File: config.mk
export PLATFORM = sky130hd
export DESIGN_NAME = apb_master_bridge
export DESIGN_NICKNAME = d
export VERILOG_FILES = /design/src/rtl/apb_master_pkg.sv /design/src/rtl/apb_wait_timer.sv /design/src/rtl/dff.sv /design/src/rtl/apb_master_bridge.sv
export SDC_FILE = /design/constraint.sdc
export NUM_CORES = 1
export LEC_CHECK = 0
export ABC_AREA = 1
export BUFFER_PORTS_ARGS = -buffer_cell sky130_fd_sc_hd__buf_2
export CAP_MARGIN = 10
export CORE_MARGIN = 2
export CORE_UTILIZATION = 40
export CTS_BUF_LIST = sky130_fd_sc_hd__clkbuf_8
export CTS_CLUSTER_SIZE = 10
export DETAILED_ROUTE_END_ITERATION = 10
export PLACE_DENSITY_LB_ADDON = 0.3
export SYNTH_ARGS = -nofsm -noshare
export SYNTH_HDL_FRONTEND = slang
export SYNTH_SLANG_ARGS = --single-unit
export TNS_END_PERCENT = 30
File: constraint.sdc
create_clock -name pclk -period 1.65 [get_ports pclk]
set_input_delay 0.2475 -clock pclk [delete_from_list [all_inputs] [get_ports pclk]]
set_output_delay 0.2475 -clock pclk [all_outputs]
set_load 0.005 [all_outputs]
File: src/rtl/apb_master_pkg.sv
// Shared types and defaults for the APB master bridge.
package apb_master_pkg;

  localparam int unsigned DEF_ADDR_W         = 32;
  localparam int unsigned DEF_DATA_W         = 32;
  localparam int unsigned DEF_TIMEOUT_CYCLES = 16;

  // Bridge state; the psel/penable pattern is visible in the two bits.
  typedef logic [1:0] state_t;
  localparam state_t IDLE   = 2'b00;
  localparam state_t SETUP  = 2'b10;
  localparam state_t ACCESS = 2'b11;
  localparam state_t RESP   = 2'b01;

  // Completion status reported with each response.
  typedef logic status_t;
  localparam status_t OK      = 1'b0;
  localparam status_t TIMEOUT = 1'b1;

  // Wait-counter width; a disabled timeout still gets a 1-bit counter.
  function automatic int unsigned cnt_width(input int unsigned timeout_cycles);
    return (timeout_cycles == 0) ? 1 : $clog2(timeout_cycles + 1);
  endfunction

endpackage

File: src/rtl/apb_wait_timer.sv
// ACCESS-phase wait counter: clear, saturating increment, terminal count.
module apb_wait_timer
  import apb_master_pkg::*;
#(
  parameter int unsigned TIMEOUT_CYCLES = DEF_TIMEOUT_CYCLES,
  parameter int unsigned CNT_W          = cnt_width(TIMEOUT_CYCLES)
) (
  input  logic clk,
  input  logic rst_n,
  input  logic clr,
  input  logic inc,
  output logic tc
);

  localparam bit              EN   = (TIMEOUT_CYCLES != 0);
  localparam logic [CNT_W-1:0] MAX  = CNT_W'(TIMEOUT_CYCLES);
  localparam logic [CNT_W-1:0] LAST = CNT_W'((TIMEOUT_CYCLES == 0) ? 0 : TIMEOUT_CYCLES - 1);

  logic [CNT_W-1:0] cnt;
  logic [CNT_W-1:0] cnt_d;

  // Next count: clear wins, increment only while enabled and below saturation.
  always_comb begin
    cnt_d = cnt;
    if (clr)
      cnt_d = '0;
    else if (inc && EN && (cnt != MAX))
      cnt_d = cnt + CNT_W'(1);
  end

  dff #(.W(CNT_W), .RST_VAL('0)) u_cnt (.clk(clk), .rst_n(rst_n), .d(cnt_d), .q(cnt));

  assign tc = EN && (cnt == LAST);

endmodule

File: src/rtl/dff.sv
// Generic D flop with asynchronous active-low reset to a parameterised value.
module dff #(
  parameter int unsigned W       = 1,
  parameter logic [W-1:0] RST_VAL = '0
) (
  input  logic         clk,
  input  logic         rst_n,
  input  logic [W-1:0] d,
  output logic [W-1:0] q
);

  // Register d, forcing RST_VAL while reset is held.
  always_ff @(posedge clk or negedge rst_n) begin
    if (!rst_n) q <= RST_VAL;
    else        q <= d;
  end

endmodule

File: src/rtl/apb_master_bridge.sv
// Valid/ready command stream to APB initiator with ACCESS timeout and response channel.
module apb_master_bridge
  import apb_master_pkg::*;
#(
  parameter int unsigned ADDR_W         = DEF_ADDR_W,
  parameter int unsigned DATA_W         = DEF_DATA_W,
  parameter int unsigned TIMEOUT_CYCLES = DEF_TIMEOUT_CYCLES
) (
  input  logic              pclk,
  input  logic              presetn,
  input  logic              cmd_valid,
  output logic              cmd_ready,
  input  logic              cmd_write,
  input  logic [ADDR_W-1:0] cmd_addr,
  input  logic [DATA_W-1:0] cmd_wdata,
  output logic              rsp_valid,
  input  logic              rsp_ready,
  output logic [DATA_W-1:0] rsp_rdata,
  output logic              rsp_timeout,
  output logic              busy,
  output logic              psel,
  output logic              penable,
  output logic              pwrite,
  output logic [ADDR_W-1:0] paddr,
  output logic [DATA_W-1:0] pwdata,
  input  logic              pready,
  input  logic [DATA_W-1:0] prdata
);

  localparam int unsigned CNT_W = cnt_width(TIMEOUT_CYCLES);

  state_t              state, state_d;
  status_t             status, status_d;
  logic                pwrite_d;
  logic [ADDR_W-1:0]   paddr_d;
  logic [DATA_W-1:0]   pwdata_d;
  logic [DATA_W-1:0]   rsp_rdata_d;
  logic                accept;
  logic                done_ok;
  logic                done_abort;
  logic                timer_tc;

  assign cmd_ready  = (state == IDLE) | ((state == RESP) & rsp_ready);
  assign accept     = cmd_valid & cmd_ready;
  // A ready slave in the terminal-count cycle still completes successfully.
  assign done_ok    = (state == ACCESS) & pready;
  assign done_abort = (state == ACCESS) & ~pready & timer_tc;

  // Transfer sequencing: IDLE -> SETUP -> ACCESS (waits) -> RESP -> SETUP/IDLE.
  always_comb begin
    state_d = state;
    case (state)
      IDLE:    if (accept) state_d = SETUP;
      SETUP:   state_d = ACCESS;
      ACCESS:  if (done_ok || done_abort) state_d = RESP;
      RESP:    if (rsp_ready) state_d = cmd_valid ? SETUP : IDLE;
      default: state_d = IDLE;
    endcase
  end

  // Command capture on accept; response capture on completion or abort.
  always_comb begin
    pwrite_d    = pwrite;
    paddr_d     = paddr;
    pwdata_d    = pwdata;
    rsp_rdata_d = rsp_rdata;
    status_d    = status;
    if (accept) begin
      pwrite_d = cmd_write;
      paddr_d  = cmd_addr;
      pwdata_d = cmd_wdata;
    end
    if (done_ok) begin
      rsp_rdata_d = pwrite ? '0 : prdata;
      status_d    = OK;
    end else if (done_abort) begin
      rsp_rdata_d = '0;
      status_d    = TIMEOUT;
    end
  end

  dff #(.W(2),      .RST_VAL(IDLE)) u_state  (.clk(pclk), .rst_n(presetn), .d(state_d),     .q(state));
  dff #(.W(1),      .RST_VAL(OK))   u_status (.clk(pclk), .rst_n(presetn), .d(status_d),    .q(status));
  dff #(.W(1),      .RST_VAL('0))   u_pwrite (.clk(pclk), .rst_n(presetn), .d(pwrite_d),    .q(pwrite));
  dff #(.W(ADDR_W), .RST_VAL('0))   u_paddr  (.clk(pclk), .rst_n(presetn), .d(paddr_d),     .q(paddr));
  dff #(.W(DATA_W), .RST_VAL('0))   u_pwdata (.clk(pclk), .rst_n(presetn), .d(pwdata_d),    .q(pwdata));
  dff #(.W(DATA_W), .RST_VAL('0))   u_rdata  (.clk(pclk), .rst_n(presetn), .d(rsp_rdata_d), .q(rsp_rdata));

  apb_wait_timer #(
    .TIMEOUT_CYCLES(TIMEOUT_CYCLES),
    .CNT_W         (CNT_W)
  ) u_timer (
    .clk  (pclk),
    .rst_n(presetn),
    .clr  (state == SETUP),
    .inc  ((state == ACCESS) & ~pready),
    .tc   (timer_tc)
  );

  assign psel        = (state == SETUP) | (state == ACCESS);
  assign penable     = (state == ACCESS);
  assign rsp_valid   = (state == RESP);
  assign busy        = (state != IDLE);
  assign rsp_timeout = (status == TIMEOUT);

endmodule

# Yosys cells after proc, flatten, opt, wreduce, memory -nomap -nowiden

Index checks and enable logic that the tools add are counted.

Flip-flop bits (word level): 105
Logic and storage cells: 43
Output and inout port bits: 103

Equality and inequality tests: 8
Reductions and logical operators: 7
Muxes and demuxes: 12
Add/sub/neg operators: 1
Bitwise gates (word level): 8

Operators with widths:

| cell                                                   | count |
|---|---|
| two-way mux 32 bit                                     | 3 |
| two-way mux 5 bit                                      | 2 |
| two-way mux 2 bit                                      | 4 |
| one-hot mux 2 bit (4 select lines)                     | 1 |
| nonzero test 2 bit                                     | 3 |
| adder 5 x 1 -> 5 bit (second input constant)           | 1 |
| bitwise AND 1 bit                                      | 5 |
| equality test 5 x 4 -> 1 bit (second input constant)   | 1 |
| inequality test 5 bit (second input constant)          | 1 |
| equality test 2 bit (second input constant)            | 2 |
| inequality test 2 x 1 -> 1 bit (second input constant) | 2 |
| AND reduction 3 bit                                    | 1 |
| equality test 2 x 1 -> 1 bit (second input constant)   | 1 |
| zero test 2 bit                                        | 1 |
| two-way mux 1 bit                                      | 2 |
| inequality test 2 bit (second input constant)          | 1 |
| OR 1 bit                                               | 2 |
| logical AND 1 bit                                      | 1 |
| logical OR 1 bit                                       | 1 |
| inverter 1 bit                                         | 1 |

# Longest topological paths before layout

Word-level depth: 6
Mapped depth: 8

# Cells and area by module

From an unflattened synthesis, not the netlist that was laid out.

Cell total of the unflattened synthesis: 492
Area, all modules: 4357.9 um^2

By module, submodules not included:

| module              | cells an instance | instances | area each (um^2) | seq. area each (um^2) |
|---|---|---|---|---|
| dff (u_paddr ...)   | 32                | 3         | 800.8            | 800.8 |
| apb_master_bridge   | 347               | 1         | 1530.2           | 0.0 |
| apb_wait_timer      | 40                | 1         | 200.2            | 0.0 |
| dff (u_timer.u_cnt) | 5                 | 1         | 125.1            | 125.1 |
| dff (u_pwrite ...)  | 1                 | 2         | 25.0             | 25.0 |
| dff (u_state)       | 2                 | 1         | 50.0             | 50.0 |

# Worst setup path before layout

Ideal clock, no wire load.

Path type: register -> register
Start point: register u_timer.u_cnt.q[0]
End point: register u_rdata.q[10]
Buffers on the path: 1
Clock period less this slack: 1.451 ns
Arrival time: 1.329 ns
Cell stages (with the launch flop): 9
Slack: 0.199 ns
Cell sequence: dfrtp_1 -> ha_1 -> nand2_1 -> nor2_1 -> ha_1 -> inv_1 -> a21oi_2 -> buf_2 -> o21ai_1

Longest elaborated chain between the ends: 3

Ends and longest elaborated chain:

| element                             | line                    | text |
|---|---|---|
| start, declared                     | dff.sv:9                | `output logic [W-1:0] q` |
| start signal, assigned              | dff.sv:14               | `if (!rst_n) q <= RST_VAL;` |
| start signal, assigned              | dff.sv:15               | `else q <= d;` |
| equality test 5 x 4 -> 1 bit        | apb_wait_timer.sv:33    | `assign tc = EN && (cnt == LAST);` |
| bitwise AND 1 bit                   | apb_master_bridge.sv:47 | `assign done_abort = (state == ACCESS) & ~pready & timer_tc;` |
| nonzero test 2 bit (no source line) | n/a                     |  |
| end signal, assigned                | dff.sv:14               |  |
| end signal, assigned                | dff.sv:15               |  |
| end, declared                       | dff.sv:9                |  |

Every way passes these cells.
A chain may end at the register's enable or synchronous reset.

# Worst setup path after layout

Start point: register u_timer.u_cnt.q[1]
End point: register u_rdata.q[18]

The elaborated chain is that of the path after synthesis.

==> impl_metrics.py <==
metrics = {
    "global_routing": {
        "grt_pass1_vias": 3722,
        "grt_max_degree": 66,
        "grt_pass1_wl_um": 17700,
        "grt-ovfl-total": 0,
        "grt_antenna_before_repair": 0,
        "track_usage_pct": 19.3,
    },
    "die": {
        "num_rows": 38,
        "initial_core_util_pct": 40.5,
        "die_x_um": 108,
        "ios": 205,
        "die_y_um": 108,
        "dieArea_mm2": 0.0117,
        "core-area_mm2": 0.0107,
    },
    "timing": {
        "holdWs_ns": 0.103,
        "timing.final.crit_share_pct": 94.3,
        "report.final.slew_viol_count": 0,
        "tightest_slew_ns": 0.331,
        "relSlewSlack_pct": 78.0,
        "min_period_ns": 1.56,
        "max_freq_mhz": 643,
        "hold_viol": 0,
        "rsz0062_at_grt": "no",
        "setup_viol": 0,
        "tns_ns": 0,
        "final.setup_skew_ns": 0.0163,
    },
    "synthesis": {
        "synth-main-ff-cell": "dfrtp_1",
        "netlist_area_mm2": 0.00435,
        "synth-seq-area-share_pct": 60.4,
        "synth_area_leaders": "dfrtp_1 60%, nand2_1 13%, nand3_1 12%",
        "synth_fp_nets": 597,
        "ys_warn_count": 0,
        "synth_most_common_cell": "nand2_1",
        "synth.largest_area_cell": "dfrtp_1",
        "synth_top_area_share_pct": 60.4,
        "synth-seq-cells": 105,
        "netlist_instances": 492,
        "synth_edf_count": 0,
        "synth.distinct_cells": 18,
        "synthArstFlopShare_pct": 100,
        "syn_area_per_cell_um2": 8.85,
        "yosys-top-cells-count": "146 x nand2_1, 105 x dfrtp_1, 103 x nand3_1, 47 x inv_1, 30 x o21ai_1",
    },
    "detailed_routing": {
        "avgViaCountPerCell": 4.83,
        "routed_wl_um": 11700,
        "post-route-drc-count": 0,
        "wire_per_inst_um": 14.0,
        "firstDrtPassIters": 4,
        "route.vias.total": 4040,
        "first_iter_violations": 269,
        "antenna_left": 0,
    },
    "final_layout": {
        "antenna_cells": 0,
        "drive_above_1_share_pct": 35.5,
        "areaGrowthSynthToFinish_pct": 36.4,
        "final_nets": 798,
    },
    "critical_path": {
        "slowest_stage": "dfrtp_1",
        "startpoint_type": "flip-flop",
        "crit_family": "adder cells",
        "worst-path-buf-inv": 3,
        "end_kind": "flip-flop",
        "path_cells": "ha_2 > nand2_2 > nor2_2 > ha_2 > inv_2 > a21oi_4 > buf_12 > clkbuf_16 > o21ai_1",
        "crit_required_ns": 1.91,
        "critPathMaxFanout": 8,
        "path_common_cell": "ha_2",
        "rrSetupSlack_ns": 0.09,
        "worstPathArrival_ns": 1.82,
        "slowest_delay_ns": 0.37,
        "path_class": "flip-flop to flip-flop",
    },
    "clocking": {
        "clk_path_buf_depth": 2,
        "cts_tree": "yes",
        "ctsRootBufferMaster": "clkbuf_8",
        "clk_latency_ns": 0.37,
        "cts_buffers": 9,
        "clk_pin_slew_ns": 0.10,
        "htree_levels": 3,
        "cts.sinks": 105,
    },
    "run_status": {
        "status": "finished clean",
    },
    "placed_design": {
        "hpwl_um": 8080,
        "gp_congestion": 0.812,
        "io_buffer_count": 204,
    },
    "min_path": {
        "hp-class": "primary input to flip-flop",
    },
    "power_and_ir_drop": {
        "ir_drop_mv": 0.810,
        "p_leak_nw": 3.33,
        "power_density_mw_per_mm2": 1660,
    },
    "job": {
        "max_cap_viol_count": 0,
    },
}
[report_power, final]
group | internal, mW | switching [mW]
Clock | 0.994 | 0.857
Sequential | 3.59 | 0.561
Combinational | 1.67 | 2.16
Total | 6.26 | 3.58
[stage by stage]
step | util (%) | power (mW) | worst slack [ns] | area [um^2] | instances
floorplan | - | 6.06 | 0.199 | 4350 | 492
global placement | 52.1 | 7.79 | 0.181 | 5600 | 817
detailed placement | 52.1 | 7.94 | 0.131 | 5600 | 817
CTS | 54.3 | 9.80 | 0.124 | 5840 | 832
global route | 55.3 | 10.6 | 0.00266 | 5940 | 836
finish | 55.3 | 9.84 | 0.0948 | 5940 | 836
[area by class of cell]
class	instances	area, um^2
Fill cell	1005	4810
Sequential cell	105	2630
Multi-Input combinational cell	308	1420
Timing Repair Buffer	221	1310
Inverter	48	180
Tap cell	140	175
Clock buffer	9	124
Clock inverter	5	106
[metal layers]
| metal | global-route usage, % | up-vias | routed length (um) | share of wire (%) |
|---|---|---|---|---|
| li1 | - | 1962 | - | - |
| met1 | 24.6 | 1890 | 4830 | 41 |
| met2 | 31.1 | 162 | 5620 | 48 |
| met3 | 3.92 | 26 | 863 | 7.4 |
| met4 | 9.98 | 0 | 361 | 3.1 |
| met5 | 0 | - | 0 | 0 |
[registers in the layout, indices dropped and copies added, names as in the netlist]
| name | count |
|---|---|
| u_pwdata.q | 32 |
| u_state.q | 2 |
| u_status.q | 1 |
| u_rdata.q | 32 |
| u_paddr.q | 32 |
| u_timer.u_cnt.q | 5 |
| u_pwrite.q | 1 |
[path summary, 6_finish.rpt]
path	startpoint	to	depth (start not counted)
worst min register to register	u_pwdata.q[7]	u_pwdata.q[7]	2
worst max-delay path	u_timer.u_cnt.q[1]	u_rdata.q[18]	9
max in group asynchronous	presetn	u_pwdata.q[16]	3
worst max register to register	u_timer.u_cnt.q[1]	u_rdata.q[18]	9
min in group asynchronous	presetn	u_timer.u_cnt.q[1]	3
worst min-delay path	cmd_wdata[30]	u_pwdata.q[30]	3
[logic make-up (layout without fill, tap and decap cells)]
family | Yosys count | after routing | share of synthesized area [%]
adder cells (fa/ha/maj) | 3 | 3 | 0.862
buffers and inverters | 79 | 283 | 7.73
AO/OA/AOI/OAI | 38 | 38 | 4.46
flip-flops | 105 | 105 | 60.4
AND/OR/NAND/NOR | 267 | 267 | 26.6
[cells in the final DEF (no fill, tap or decap)]
cell,instances
buf_2,203
nand2_1,143
dfrtp_1,105
nand3_1,103
inv_1,46
o21ai_1,30
nor2_1,10
clkbuf_8,9
buf_12,9
o21ai_0,5
buf_4,5
nand2_2,4
nor2_4,3
bufinv_16,3
inv_2,2
nand4_1,2
a21oi_1,2
ha_2,2
clkbuf_16,2
nor2_2,1
a21oi_4,1
nor3b_1,1
ha_1,1
clkinv_4,1
clkinvlp_4,1
buf_6,1
dlygate4sd3_1,1
[repair_timing]
item                                   in CTS  in global routing
hold buffers                                1                  0
setup endpoints to repair                   0                  1
endpoints found under the hold margin     105                  0
resized for setup                           0                  6
buffers inserted                            0                  1
[worst min-delay path: stages]
cell and delay (ns):
buf_2 0.07, nand3_1 0.06, nand2_1 0.06
(Power assumes the default switching activity.)
